$ cat src/rtl/command_scheduler.sv
// command_scheduler: arbitrates two requesters onto the PSL command bus.
// A 16-entry tag pool and a 9-bit host credit counter gate the grants, and
// PSL responses are routed back to the requester that owns each tag.
//
// Optional feature: define CMD_PARITY_EN to drive odd parity on ah_ctagpar,
// ah_compar and ah_ceapar; without it the three parity outputs are held 0.
//
// Ports
//   ha_pclock, reset_n      clock, asynchronous active-low reset
//   enable                  job running: high opens scheduling, low drains
//   ha_croom                command credits loaded when a job starts
//   req_valid/com/ea/size   per-requester command requests (requester 0 in low bits)
//   req_ready               grant; accepted when req_valid and req_ready are both high
//   ah_c*                   PSL command bus, registered, one cycle after the grant
//   ha_r*                   PSL response bus
//   rsp_valid, rsp_code     one-cycle response strobe to the owning requester
//   idle                    high while the scheduler is idle
//   err_tag                 sticky: a response named a tag that was not outstanding
module command_scheduler (
  input  logic         ha_pclock,
  input  logic         reset_n,
  input  logic         enable,
  input  logic [7:0]   ha_croom,
  input  logic [1:0]   req_valid,
  input  logic [25:0]  req_com,
  input  logic [127:0] req_ea,
  input  logic [23:0]  req_size,
  output logic [1:0]   req_ready,
  output logic         ah_cvalid,
  output logic [7:0]   ah_ctag,
  output logic         ah_ctagpar,
  output logic [12:0]  ah_com,
  output logic         ah_compar,
  output logic [2:0]   ah_cabt,
  output logic [63:0]  ah_cea,
  output logic         ah_ceapar,
  output logic [15:0]  ah_cch,
  output logic [11:0]  ah_csize,
  input  logic         ha_rvalid,
  input  logic [7:0]   ha_rtag,
  input  logic [7:0]   ha_response,
  input  logic [8:0]   ha_rcredits,
  output logic [1:0]   rsp_valid,
  output logic [7:0]   rsp_code,
  output logic         idle,
  output logic         err_tag
);

  localparam int unsigned NUM_TAGS   = 16;
  localparam int unsigned TAG_W      = 4;
  localparam int unsigned CTAG_W     = 8;
  localparam int unsigned CREDIT_W   = 9;
  localparam int unsigned SUM_W      = 10;
  localparam int unsigned CREDIT_MAX = 511;
  localparam int unsigned COM_W      = 13;
  localparam int unsigned EA_W       = 64;
  localparam int unsigned SIZE_W     = 12;

  typedef enum logic [1:0] {
    ST_IDLE  = 2'd0,
    ST_LOAD  = 2'd1,
    ST_RUN   = 2'd2,
    ST_DRAIN = 2'd3
  } state_t;

  typedef struct packed {
    logic [COM_W-1:0]  com;
    logic [EA_W-1:0]   ea;
    logic [SIZE_W-1:0] size;
  } cmd_t;

  state_t               state, state_next;
  logic [CREDIT_W-1:0]  credit, credit_next;
  logic [NUM_TAGS-1:0]  tag_busy, tag_busy_next;
  logic [NUM_TAGS-1:0]  tag_owner, tag_owner_next;
  logic                 rr_ptr, rr_ptr_next;

  logic                 free_found;
  logic [TAG_W-1:0]     free_tag;
  logic [1:0]           grant;
  logic                 grant_any;
  logic                 grant_idx;
  cmd_t                 cmd_sel;
  logic                 rsp_hit;
  logic                 rsp_owner;
  logic [TAG_W-1:0]     rsp_tag;
  logic [CREDIT_W-1:0]  rcredit_add;
  logic [SUM_W-1:0]     credit_sum;

  // Lowest free tag from the registered pool, so a tag freed this cycle waits a cycle
  always_comb begin
    free_found = 1'b0;
    free_tag   = '0;
    for (int unsigned i = 0; i < NUM_TAGS; i++) begin
      if (!tag_busy[i] && !free_found) begin
        free_found = 1'b1;
        free_tag   = TAG_W'(i);
      end
    end
  end

  // Round-robin grant; rr_ptr names the requester that currently has priority
  always_comb begin
    grant = 2'b00;
    if (state == ST_RUN && credit != '0 && free_found) begin
      if (!rr_ptr) begin
        if (req_valid[0])      grant = 2'b01;
        else if (req_valid[1]) grant = 2'b10;
      end else begin
        if (req_valid[1])      grant = 2'b10;
        else if (req_valid[0]) grant = 2'b01;
      end
    end
  end

  assign grant_any = |grant;
  assign grant_idx = grant[1];
  assign req_ready = grant;

  assign cmd_sel = grant_idx ? {req_com[25:13], req_ea[127:64], req_size[23:12]}
                             : {req_com[12:0],  req_ea[63:0],   req_size[11:0]};

  // A response only counts against a tag inside the pool that is currently outstanding
  assign rsp_tag   = ha_rtag[TAG_W-1:0];
  assign rsp_hit   = ha_rvalid && (ha_rtag[CTAG_W-1:TAG_W] == '0) && tag_busy[rsp_tag];
  assign rsp_owner = tag_owner[rsp_tag];

  // Next-state: FSM, credit counter, tag pool and arbitration pointer
  always_comb begin
    state_next     = state;
    tag_busy_next  = tag_busy;
    tag_owner_next = tag_owner;
    rr_ptr_next    = rr_ptr;
    rcredit_add    = ha_rvalid ? ha_rcredits : '0;
    credit_sum     = SUM_W'(credit) + SUM_W'(rcredit_add) - SUM_W'(grant_any);
    credit_next    = (credit_sum > SUM_W'(CREDIT_MAX)) ? CREDIT_W'(CREDIT_MAX)
                                                       : credit_sum[CREDIT_W-1:0];

    if (rsp_hit) begin
      tag_busy_next[rsp_tag] = 1'b0;
    end
    if (grant_any) begin
      tag_busy_next[free_tag]  = 1'b1;
      tag_owner_next[free_tag] = grant_idx;
      rr_ptr_next              = ~grant_idx;
    end

    case (state)
      ST_IDLE: begin
        if (enable) state_next = ST_LOAD;
      end
      ST_LOAD: begin
        state_next  = ST_RUN;
        credit_next = CREDIT_W'(ha_croom);
      end
      ST_RUN: begin
        if (!enable) state_next = ST_DRAIN;
      end
      ST_DRAIN: begin
        // Leave as soon as the last outstanding tag is being returned
        if (tag_busy_next == '0) state_next = ST_IDLE;
      end
      default: state_next = ST_IDLE;
    endcase
  end

  // State register
  always_ff @(posedge ha_pclock or negedge reset_n) begin
    if (!reset_n) begin
      state     <= ST_IDLE;
      credit    <= '0;
      tag_busy  <= '0;
      tag_owner <= '0;
      rr_ptr    <= 1'b0;
    end else begin
      state     <= state_next;
      credit    <= credit_next;
      tag_busy  <= tag_busy_next;
      tag_owner <= tag_owner_next;
      rr_ptr    <= rr_ptr_next;
    end
  end

  // Registered command bus and response outputs; payload is zero when no command
  always_ff @(posedge ha_pclock or negedge reset_n) begin
    if (!reset_n) begin
      ah_cvalid <= 1'b0;
      ah_ctag   <= '0;
      ah_com    <= '0;
      ah_cea    <= '0;
      ah_csize  <= '0;
      rsp_valid <= 2'b00;
      rsp_code  <= '0;
      idle      <= 1'b1;
      err_tag   <= 1'b0;
    end else begin
      ah_cvalid <= grant_any;
      ah_ctag   <= grant_any ? CTAG_W'(free_tag) : '0;
      ah_com    <= grant_any ? cmd_sel.com  : '0;
      ah_cea    <= grant_any ? cmd_sel.ea   : '0;
      ah_csize  <= grant_any ? cmd_sel.size : '0;
      rsp_valid <= rsp_hit ? (rsp_owner ? 2'b10 : 2'b01) : 2'b00;
      rsp_code  <= ha_response;
      idle      <= (state_next == ST_IDLE);
      err_tag   <= err_tag | (ha_rvalid & ~rsp_hit);
    end
  end

  assign ah_cabt = '0;
  assign ah_cch  = '0;

`ifdef CMD_PARITY_EN
  // Odd parity registered alongside the command; upper tag bits are zero
  always_ff @(posedge ha_pclock or negedge reset_n) begin
    if (!reset_n) begin
      ah_ctagpar <= 1'b0;
      ah_compar  <= 1'b0;
      ah_ceapar  <= 1'b0;
    end else begin
      ah_ctagpar <= grant_any & ~(^free_tag);
      ah_compar  <= grant_any & ~(^cmd_sel.com);
      ah_ceapar  <= grant_any & ~(^cmd_sel.ea);
    end
  end
`else
  assign ah_ctagpar = 1'b0;
  assign ah_compar  = 1'b0;
  assign ah_ceapar  = 1'b0;
`endif

endmodule

$ cat config.mk
export PLATFORM = sky130hd
export DESIGN_NAME = command_scheduler
export DESIGN_NICKNAME = d
export VERILOG_FILES = /design/src/rtl/command_scheduler.sv
export SDC_FILE = /design/constraint.sdc
export NUM_CORES = 1
export LEC_CHECK = 0
export ABC_AREA = 1
export CAP_MARGIN = 10
export CORE_ASPECT_RATIO = 0.8
export CORE_MARGIN = 2
export CORE_UTILIZATION = 41
export CTS_CLUSTER_SIZE = 40
export DETAILED_ROUTE_END_ITERATION = 7
export GPL_ROUTABILITY_DRIVEN = 0
export GPL_TIMING_DRIVEN = 0
export PLACE_DENSITY = 0.87
export SYNTH_ARGS = -nofsm -noshare
export SYNTH_HDL_FRONTEND = slang
export SYNTH_SLANG_ARGS = --single-unit
$ cat constraint.sdc
create_clock -name ha_pclock -period 3.9 [get_ports ha_pclock]
set_input_delay 0.78 -clock ha_pclock [delete_from_list [all_inputs] [get_ports ha_pclock]]
set_output_delay 0.78 -clock ha_pclock [all_outputs]
set_load 0.005 [all_outputs]
# After elaboration in Yosys (flattened, before gate mapping)
# Cells that the tools add are included.
dict set report op_classes {
  n_lt_le_gt_ge 5
  eq_ne 3
  mux 62
  n_bitwise 7
  reduce_logical 56
  add_sub_neg 2
}
# cell n
set op_table {}
lappend op_table {{89-bit two-way mux} 1}
lappend op_table {{64-bit two-way mux} 1}
lappend op_table {{4-bit two-way mux} 14}
lappend op_table {{16-bit two-way mux} 2}
lappend op_table {{1-bit logical NOT} 29}
lappend op_table {{9-bit two-way mux} 3}
lappend op_table {{1-bit two-way mux} 22}
lappend op_table {{2-bit two-way mux} 11}
lappend op_table {{1-bit logical AND} 21}
lappend op_table {{16-bit bitwise AND} 1}
lappend op_table {{16-bit bitwise mux} 1}
lappend op_table {{16-bit logical NOT} 1}
lappend op_table {{16-bit inverter} 1}
lappend op_table {{16-bit bitwise OR} 1}
lappend op_table {{13-bit two-way mux} 1}
lappend op_table {{12-bit two-way mux} 1}
lappend op_table {{9-bit by 9-bit adder with 10-bit output} 1}
lappend op_table {{10-bit by 9-bit > comparator with 1-bit output (second input constant)} 1}
lappend op_table {{4-bit by 5-bit < comparator with 1-bit output (second input constant)} 2}
lappend op_table {{10-bit by 1-bit subtractor with 10-bit output} 1}
lappend op_table {{9-bit nonzero test} 1}
lappend op_table {{1-bit binary-select mux with 4-bit select} 2}
lappend op_table {{1-bit demux with 4-bit select} 2}
lappend op_table {{4-bit by 1-bit >= comparator with 1-bit output (second input constant)} 2}
lappend op_table {{other kinds (9)} 12}
dict set report totals {
  input_bits 217
  register_bits 150
  word_cells 149
  output_inout_bits 134
}

# Logic depth before layout (Yosys ltp)
dict set report logic_depth {
  depth_word 55
  depth_mapped 26
  depth_no_buf 25
}

# Worst setup path before layout
# No wires, ideal clock.
dict set report synth_timing {
  kind {register -> register}
  start {register tag_busy[1]}
  end {register credit[2]}
  t_arrival_ns 3.475
  slack_ns 0.305
  t_required_ns 3.780
  n_path_buf 2
  setup_time_ns 0.120
  period_less_slack_ns 3.595
  stages_incl_launch_ff 27
  path_cell_list {dfrtp_1 -> nand2_2 -> nor2_2 -> nand4_2 -> nor2_4 -> nand4_4 -> nor3_4 -> nand4_4 -> o211ai_2 -> buf_6 -> clkbuf_1 -> nand3_1 -> nand2_1 -> ha_1 -> nand3_1 -> nand2_1 -> a21oi_1 -> o21bai_1 -> nand2_1 -> nand2_1 -> a21oi_1 -> o21bai_1 -> a21oi_1 -> xor2_1 -> nand3_1 -> o21ai_0 -> inv_1}
}
dict set report synth_between {
  elab_chain_cells 52
}
# element line_no
set synth_lines {}
lappend synth_lines {{from (decl)} 74} ;# logic [NUM_TAGS-1:0] tag_busy, tag_busy_next;
lappend synth_lines {{from (signal assigned)} 178} ;# tag_busy <= tag_busy_next;
lappend synth_lines {{1-bit logical NOT *} 95} ;# if (!tag_busy[i] && !free_found) begin
lappend synth_lines {{1-bit logical AND *} 95}
lappend synth_lines {{1-bit two-way mux *} 95}
lappend synth_lines {{1-bit logical NOT} 95}
lappend synth_lines {{1-bit logical AND} 95}
lappend synth_lines {{1-bit two-way mux *} 95}
lappend synth_lines {{1-bit logical NOT} 95}
lappend synth_lines {{1-bit logical AND} 95}
lappend synth_lines {{[... 37 more ...]} -}
lappend synth_lines {{1-bit logical AND *} 105} ;# if (state == ST_RUN && credit != '0 && free_found) begin
lappend synth_lines {{2-bit two-way mux *} 105}
lappend synth_lines {{2-bit OR reduction *} 116} ;# assign grant_any = |grant;
lappend synth_lines {{10-bit by 1-bit subtractor with 10-bit output *} 135} ;# credit_sum = SUM_W'(credit) + SUM_W'(rcredit_add) - SUM_W'(grant_any);
lappend synth_lines {{10-bit by 9-bit > comparator with 1-bit output} 136} ;# credit_next = (credit_sum > SUM_W'(CREDIT_MAX)) ? CREDIT_W'(CREDIT_MAX)
lappend synth_lines {{9-bit two-way mux *} 136}
lappend synth_lines {{9-bit two-way mux *} 148} ;# case (state)
lappend synth_lines {{net credit_next[2]} 73} ;# logic [CREDIT_W-1:0] credit, credit_next;
lappend synth_lines {{to (signal assigned)} 177} ;# credit <= credit_next;
lappend synth_lines {{to (decl)} 73}
# The timed path passes the listed nets; every way through them passes the cells marked *.
# A chain may end at the register's enable or synchronous reset.

# Worst setup path after layout
dict set report layout_timing {
  start {register tag_busy[3]}
  end {register credit[7]}
}
dict set report layout_between {
  elab_chain_cells 46
}
# element line_no
set layout_lines {}
lappend layout_lines {{1-bit logical NOT *} 95}
lappend layout_lines {{1-bit logical AND *} 95}
lappend layout_lines {{1-bit two-way mux *} 95}
lappend layout_lines {{1-bit logical NOT} 95}
lappend layout_lines {{1-bit logical AND} 95}
lappend layout_lines {{1-bit two-way mux *} 95}
lappend layout_lines {{1-bit logical NOT} 95}
lappend layout_lines {{1-bit logical AND} 95}
lappend layout_lines {{[... 31 more ...]} -}
lappend layout_lines {{1-bit logical AND *} 105}
lappend layout_lines {{2-bit two-way mux *} 105}
lappend layout_lines {{2-bit OR reduction *} 116}
lappend layout_lines {{10-bit by 1-bit subtractor with 10-bit output *} 135}
lappend layout_lines {{10-bit by 9-bit > comparator with 1-bit output} 136}
lappend layout_lines {{9-bit two-way mux *} 136}
lappend layout_lines {{9-bit two-way mux *} 148}
lappend layout_lines {{net credit_next[7]} 73}
# Marks and branches as above.

==> flow_metrics.env <==
export IMPL_status="finished clean"
export IMPL_initial_core_util_pct=41.8
export IMPL_synth_main_ff_cell="dfrtp_1"
export IMPL_hold_buffers=0
export IMPL_vias=7455
export IMPL_p_comb_share_pct=38.8
export IMPL_dp_hpwl_mm=19.4
export IMPL_ir_worst_vdd_mv=0.246
export IMPL_post_route_min_period_ns=3.76
export IMPL_maxSlewViolCount=0
export IMPL_nets=1473
export IMPL_p_int_uw=4050
export IMPL_timing_hold_ws_ns=0.335
export IMPL_yosys_warnings=0
export IMPL_hold_viol_final=0
export IMPL_synth_edf_count=0
export IMPL_antenna_cells=0
export IMPL_hold_class="in -> async"
export IMPL_totalPowerFinal_uw=6050
export IMPL_slew_headroom_pct=57.0
export IMPL_fp_dieH_um=123
export IMPL_finClkSkew_ns=0.0109
export IMPL_cts_tree="yes"
export IMPL_drt_first_pass_iters=5
export IMPL_synth_seq_cells=150
export IMPL_cts_buffers=17
export IMPL_grt_pass1_vias=7259
export IMPL_start_kind="flop"
export IMPL_seq_area_frac_synth_pct=51.9
export IMPL_finalSetupTns_ns=0
export IMPL_p_seq_share_pct=32.9
export IMPL_synth_distinct_cells=44
export IMPL_grt_max_degree=86
export IMPL_clock_root_buffer="clkbuf_16"
export IMPL_clockPowerShare_pct=28.4
export IMPL_grt_overflow_total=0
export IMPL_routedWlPerCell_um=17.4
export IMPL_layout_common_cells="clkdlybuf4s50_1 (323), nor2_1 (213), dfrtp_1 (149)"
export IMPL_powerDensity_nw_per_um2=515
export IMPL_worstPathRequired_ns=4.24
export IMPL_fp_dieW_um=153
export IMPL_drc=0
export IMPL_worst_pin_slew_ns=0.645
export IMPL_grt_use_total_pct=26.5
export IMPL_port_buffers=324
export IMPL_clk_latency_ns=0.42
export IMPL_drtIter0Drc=601
export IMPL_design_portCount=351
export IMPL_drv_cap=0
export IMPL_net_switching_power_uw=2000
export IMPL_final_common_cell="clkdlybuf4s50_1"
export IMPL_r2r_start="tag_busy[3]"
export IMPL_grt_pass1_wl_mm=38.3
export IMPL_die_area_um2=18700
export IMPL_p_leak_uw=0.00557
export IMPL_synthTopCellsByArea="dfrtp_1 (52%), nor2_1 (11%), a21oi_1 (7.0%), nand2_1 (4.4%), inv_1 (3.8%)"
export IMPL_reg2reg_depth=26
export IMPL_drtAntennaViolNets=0
export IMPL_async_reset_ff_share_pct=100
export IMPL_clk_pin_slew_ns=0.07
export IMPL_min_period_over_period_pct=96.5
export IMPL_clk_path_buf_depth=2
export IMPL_postSynthAreaPerCell_um2=8.52
export IMPL_antenna_found_initial=0
export IMPL_r2r_setup_slack_ns=0.14
export IMPL_area_growth_pct=62.2
export IMPL_layout_drive_gt1_share_pct=10.7
export IMPL_avgViaCountPerCell=5.05
export IMPL_setup_viol=0
export IMPL_synthCells=850
export IMPL_cp_max_fo=7
export IMPL_core_area_um2=17300
export IMPL_fillCellCount=1329
export IMPL_critPathCaptureType="flop"
export IMPL_rows=43
export IMPL_syn_area_um2=7240
export IMPL_yosysTopAreaCell="dfrtp_1"
export IMPL_max_freq_mhz=266
export IMPL_arrival_ns=4.10
export IMPL_routed_wl_mm=25.7
export IMPL_synth_top_area_share_pct=51.5
export IMPL_cts_num_sinks=150
export IMPL_worstSetupPathType="reg -> reg"
export IMPL_rr_endpoint="credit[7]"
export IMPL_p_sw_share_pct=33.0
export IMPL_cts_max_level=4
## metal layers
metal  vias up  track usage (%)  wire [um]
met1      3499             32.4       9870
met4         0             8.28        541
met5         -                0          0
li1       3493                -          -
met3        53             8.16       2550
met2       410             45.4      12800
## stage by stage
stage	setup WS (ns)	cell area, um^2	std cells	util (%)
after global placement	-4.03	10900	1424	62.7
after CTS	-0.0613	11600	1460	66.7
final	0.137	11700	1476	67.8
after global routing	-0.106	11700	1476	67.8
after floorplan	0.305	7330	875	-
after detailed placement	-0.966	10900	1425	62.8
## flip-flops by register name, indices dropped and copies added, names as in the netlist, 2 cells and up
name,flops
ah_cea,64
ah_com,13
ah_csize,12
ah_ctag,4
credit,9
rsp_code,8
rsp_valid,2
state,2
tag_busy,16
tag_owner,16
## power by group through the flow
stage                     combinational, uW  sequential (uW)  clock (uW)
after floorplan                        1070             2010           0
after global placement                 2000             2000           0
after detailed placement               2090             2010           0
after CTS                              2190             1990        1740
after global routing                   2570             2020        1800
final                                  2340             1990        1710
## final cells by class
type                    count  area [um^2]  share of cell area, %
flip-flops and latches    150         3750                   32.0
repair buffers            346         3430                   29.2
multi-input cells         582         2950                   25.1
clock buffers              18          439                   3.74
plain buffers              63          417                   3.55
inverters                  78          293                   2.49
well taps                 225          282                   2.40
clock inverters            14          175                   1.49
## cells in the mapped netlist, types with 7 or more instances
cell       count
nor2_1       214
dfrtp_1      149
a21oi_1      101
nand2_1       85
inv_1         73
o21ai_0       39
buf_4         26
clkbuf_1      23
ha_1          17
o21ai_1       15
nand3_1       10
o2111ai_1      9
a22oi_1        8
buf_2          8
buf_6          7
## kinds of logic (layout without fill, tap and decap cells)
family	Yosys count	after routing	synth area share (%)
flip-flops	150	150	51.9
AND/OR/NAND/NOR	335	335	19.2
adder cells (fa/ha/maj)	18	18	3.22
buffers and inverters	143	519	9.63
XOR/XNOR	8	8	0.968
other	1	26	0.0518
AO/OA/AOI/OAI	195	195	15.1
## how the worst max path moves through the flow
| stage | start | to | slack (ns) | cells past startpoint |
|---|---|---|---|---|
| finish | tag_busy[3] | credit[7] | 0.14 | 26 |
| floorplan | tag_busy[1] | credit[2] | 0.30 | 26 |
| global route | tag_busy[3] | credit[2] | -0.11 | 27 |
| CTS | tag_busy[1] | req_ready[0] | -0.06 | 11 |
| detailed placement | req_valid[1] | credit[2] | -0.97 | 23 |
| global placement | reset_n | ah_cea[21] | -4.03 | 1 |
## what timing repair did
action / 4_1_cts / 5_1_grt
setup endpoints to repair: 11 / 11
pin swaps: 1 / 7
setup buffers: 4 / 17
hold endpoints to repair: 0 / 0
cloned: 0 / 0
resized for setup: 8 / 22
## critical path: stages, from the launching register on
cell and delay (ns):
dfrtp_1 0.40, nand2_2 0.10, nor2_4 0.15, nand4_4 0.12
nor2_4 0.16, nand4_4 0.11, nor3_4 0.23, nand4_4 0.12
o211ai_2 0.11, buf_6 0.17, buf_8 0.11, nand3_2 0.05
nand2_1 0.10, ha_2 0.20, nand3_2 0.09, nand2_2 0.10
a21oi_2 0.05, o21bai_1 0.17, nand2_1 0.08, nand2_1 0.09
a21oi_2 0.07, o21bai_1 0.20, a21oi_2 0.10, xor2_2 0.16
buf_4 0.15, buf_4 0.15, a31oi_1 0.11
(Power assumes the default switching activity.)
